## config.mk

```make
export PLATFORM = sky130hd
export DESIGN_NAME = mux_if
export DESIGN_NICKNAME = d
export VERILOG_FILES = /design/src/rtl/mux_if.sv
export SDC_FILE = /design/constraint.sdc
export NUM_CORES = 1
export LEC_CHECK = 0
export ABC_AREA = 0
export CORE_ASPECT_RATIO = 1.1
export CORE_MARGIN = 2
export CORE_UTILIZATION = 31
export CTS_CLUSTER_DIAMETER = 30
export CTS_CLUSTER_SIZE = 24
export DETAILED_ROUTE_END_ITERATION = 16
export PLACE_DENSITY = 0.79
export SYNTH_ARGS = -nofsm -noshare
export SYNTH_HDL_FRONTEND = slang
export SYNTH_SLANG_ARGS = --single-unit
```

## constraint.sdc

```tcl
create_clock -name clk -period 1.8 [get_ports clk]
set_clock_uncertainty 0.2 [all_clocks]
set_input_delay 0.36 -clock clk [delete_from_list [all_inputs] [get_ports clk]]
set_output_delay 0.36 -clock clk [all_outputs]
set_load 0.01 [all_outputs]
```

## src/rtl/mux_if.sv

```systemverilog
// 8-to-1 word mux with prioritized if/else-if decode plus registered copies of output and select.
// Latency: o is combinational, o_q/sel_q one cycle; no backpressure, every clock edge captures.
module mux_if #(
    parameter int width  = 4,
    parameter int swidth = 3
) (
    input  logic              clk,
    input  logic              rst,
    input  logic [width-1:0]  i0,
    input  logic [width-1:0]  i1,
    input  logic [width-1:0]  i2,
    input  logic [width-1:0]  i3,
    input  logic [width-1:0]  i4,
    input  logic [width-1:0]  i5,
    input  logic [width-1:0]  i6,
    input  logic [width-1:0]  i7,
    input  logic [swidth-1:0] sel,
    output logic [width-1:0]  o,
    output logic [width-1:0]  o_q,
    output logic [swidth-1:0] sel_q
);

    // An unknown select matches no branch and falls through to zero rather than i7.
    always_comb begin
        if (sel == swidth'(0))
            o = i0;
        else if (sel == swidth'(1))
            o = i1;
        else if (sel == swidth'(2))
            o = i2;
        else if (sel == swidth'(3))
            o = i3;
        else if (sel == swidth'(4))
            o = i4;
        else if (sel == swidth'(5))
            o = i5;
        else if (sel == swidth'(6))
            o = i6;
        else if (sel == swidth'(7))
            o = i7;
        else
            o = '0;
    end

    always_ff @(posedge clk or posedge rst) begin
        if (rst) begin
            o_q   <= '0;
            sel_q <= '0;
        end else begin
            o_q   <= o;
            sel_q <= sel;
        end
    end

endmodule

```

==> metrics.md <==
| Metric | Value |
|---|---|
| Outcome | finished, violations left |
| Violated checks | setup timing |
| Max cap viols | 0 |
| Top Ports | 48 |
| Final cell count without fillers | 143 |
| Max-slew violations | 0 |
| Grt ovf | 0 |
| Crit path required time | about 1.2 ns |
| Vias per cell | approximately 5 |
| Final #Nets | between 150 and 200 |
| Post-route clock period utilization | 1.08 |
| Final std cell area, no fill | about 0.0013 mm² |
| Initial Util | 0.320 |
| Final setup violation count | 5 |
| Crit path arrival time | 1.38 ns |
| Row Count | 16 |
| Count leader, synth | a21oi_1 |
| Ys flop type | dfrtp_1 |
| Multi-input combinational cell area | 414 µm² |
| Critical Path Start Type | input port |
| Synth Register Bits | 7 |
| WHS | ~0.16 ns |
| Async SR Flop Fraction | 1.00 |
| Crit path time final | between 1.5 and 2 ns |
| Remaining antenna violation count | 0 |
| Slew headroom | 0.798 |
| Average size of a mapped cell | 9.60 µm² |
| Placed cells | 128 |
| Crit path from | i2[0] |
| Peak Freq | roughly 0.51 GHz |
| Layout cells sized above 1 | 0.416 |
| Post-placement setup slack | -0.993 ns |
| IO Port Bufs | 47 |
| Power Dens Cells | 498 mW/mm² |
| Synth Instances | 58 |
| DP HPWL | 1350 µm |
| Synth Net Count | 95 |
| Pre-antenna DRT Iters | 3 |
| Post-DP Area | approximately 0.0011 mm² |
| Fill cells | 115 |
| Met1 Usage GRT | 0.279 |
| Top cell type's share of synthesized area | 0.315 |
| Leak | 0.608 nW |
| Die H | between 40 and 50 µm |
| Top cells by area, synth | dfrtp_1 31%, mux4_1 14%, a21oi_1 12%, mux2i_1 7.2%, nor2_1 5.4% |
| Maximum clock path buffer count | 2 |
| Yosys cell types | 17 |
| First-pass GRT wire length | roughly 3700 µm |
| Post-route setup TNS | -0.507 ns |
| Register area share after synthesis | 0.315 |
| Final Power | between 0.6 and 0.7 mW |
| Total wire length | roughly 2200 µm |
| Largest area contributor in the netlist | dfrtp_1 |
| Area Overhead vs Synth | 128% |
| Die Span X | 44.4 µm |
| Yosys synthesis warning count | 0 |
| RSZ-0062 raised after global routing | yes |
| Root Buffer Master | clkbuf_4 |
| Number of antenna violations at the first check in global routing | 0 |
| Critical path class | in -> out |
| Final Hold Viols | 0 |
| DRC viols | 0 |
| Clock slew at reported path FFs | 0.06 ns |
| Via count | approximately 740 |
| TritonCTS clock tree | built |
| GRT Total Usage | 0.236 |
| Mapped Area | about 560 µm² |
| Pin count of the biggest net entering global routing | 15 |
| Placer's final routability congestion estimate | roughly 0.73 |
| Initial DRC count | 14 |
| Worst hold path type | in -> reg |
| EDFF count, synth | 0 |
| Clock sinks | 7 |
| Worst-margin pin slew | around 0.30 ns |
| Post-synth top cells | 13 x a21oi_1, 8 x nor2_1, 7 x dfrtp_1 |
| Final core utilization | 0.730 |
| CP Max Fanout | 2 |
| Post-CTS Hold Fix Bufs | 0 |
| Routed wire length per instance | between 15 and 20 µm |
| Crit end category | output pin |
| GR peak layer | met2 |
| Met3 global-route usage | 0.0187 |
| Maximum VDD drop | around 0.25 mV |
| TritonCTS buffer count | 3 |
| FF+latch area | roughly 180 µm² |
| Htree depth | 1 |
| PnR worst setup slack | -0.145 ns |
| Critical Path End | o[0] |
| Vias in the first global route | 773 |
| ANT cells | 0 |
| Die area | about 0.0022 mm² |
| Met2 usage | 0.417 |
| CORE AREA | between 0.0015 and 0.002 mm² |
==> power breakdown <==
group | switching (mW) | leakage, nW | internal [mW]
registers | 0.00618 | 0.0832 | 0.172
logic | 0.116 | 0.510 | 0.186
clock network | 0.0670 | 0.0150 | 0.0852
total | 0.189 | 0.608 | 0.443
==> flip-flops by register name, summed over array words and instances, names as in the netlist <==
signal,count
o_q,4
sel_q,3
==> area by class of cell <==
type,instances,area share
repair buffers,68,0.495
multi-input cells,45,0.326
flip-flops and latches,7,0.138
clock buffers,4,0.0207
well taps,18,0.0177
inverters,1,0.00295
==> critical path, cell delays in order <==
cell and delay (ns):
clkdlybuf4s15_1 0.21, mux4_2 0.50, a21oi_2 0.13, nor2_1 0.06
buf_2 0.13
==> worst min path at each step <==
stage / startpoint / end / slack (ns) / cells past startpoint
2_1_floorplan: rst / o_q[0] / -0.04 / 1
3_3_place_gp: rst / o_q[3] / 0.40 / 2
3_5_place_dp: rst / sel_q[0] / 0.41 / 2
4_1_cts: rst / o_q[1] / 0.14 / 2
5_1_grt: sel[0] / sel_q[0] / 0.18 / 2
6_report: sel[0] / sel_q[0] / 0.16 / 2
==> layer usage <==
layer  wire, µm  vias to the layer above  part of all wire
li1           -                      347                 -
met1        901                      348              0.40
met2       1180                       36              0.53
met3        101                        5             0.045
met4         44                        0             0.020
met5          0                        -                 0
==> logic make-up after synthesis <==
| logic type | Yosys count | share of synthesized area |
|---|---|---|
| muxes | 8 | 0.254 |
| buffers and inverters | 6 | 0.0719 |
| and+or+nand+nor | 17 | 0.153 |
| AOI/OAI and AO/OA | 20 | 0.207 |
| DFF | 7 | 0.315 |
==> placed cells by master (no fill, tap or decap), drive strengths merged, types with 5 or more instances in the layout <==
cell,instances
nor2,8
dlygate4sd2,10
a21oi,13
clkdlybuf4s15,8
dlymetal6s2s,5
dfrtp,7
clkdlybuf4s50,16
clkbuf,5
buf,28
==> timing repair <==
item / 4_1_cts / 5_1_grt
gates resized for setup: 88 / 9
gates cloned: 1 / 0
endpoints found under the setup margin: 5 / 5
setup buffers: 10 / 0
pin swaps: 10 / 17
Power figures use the tool's default switching activity.
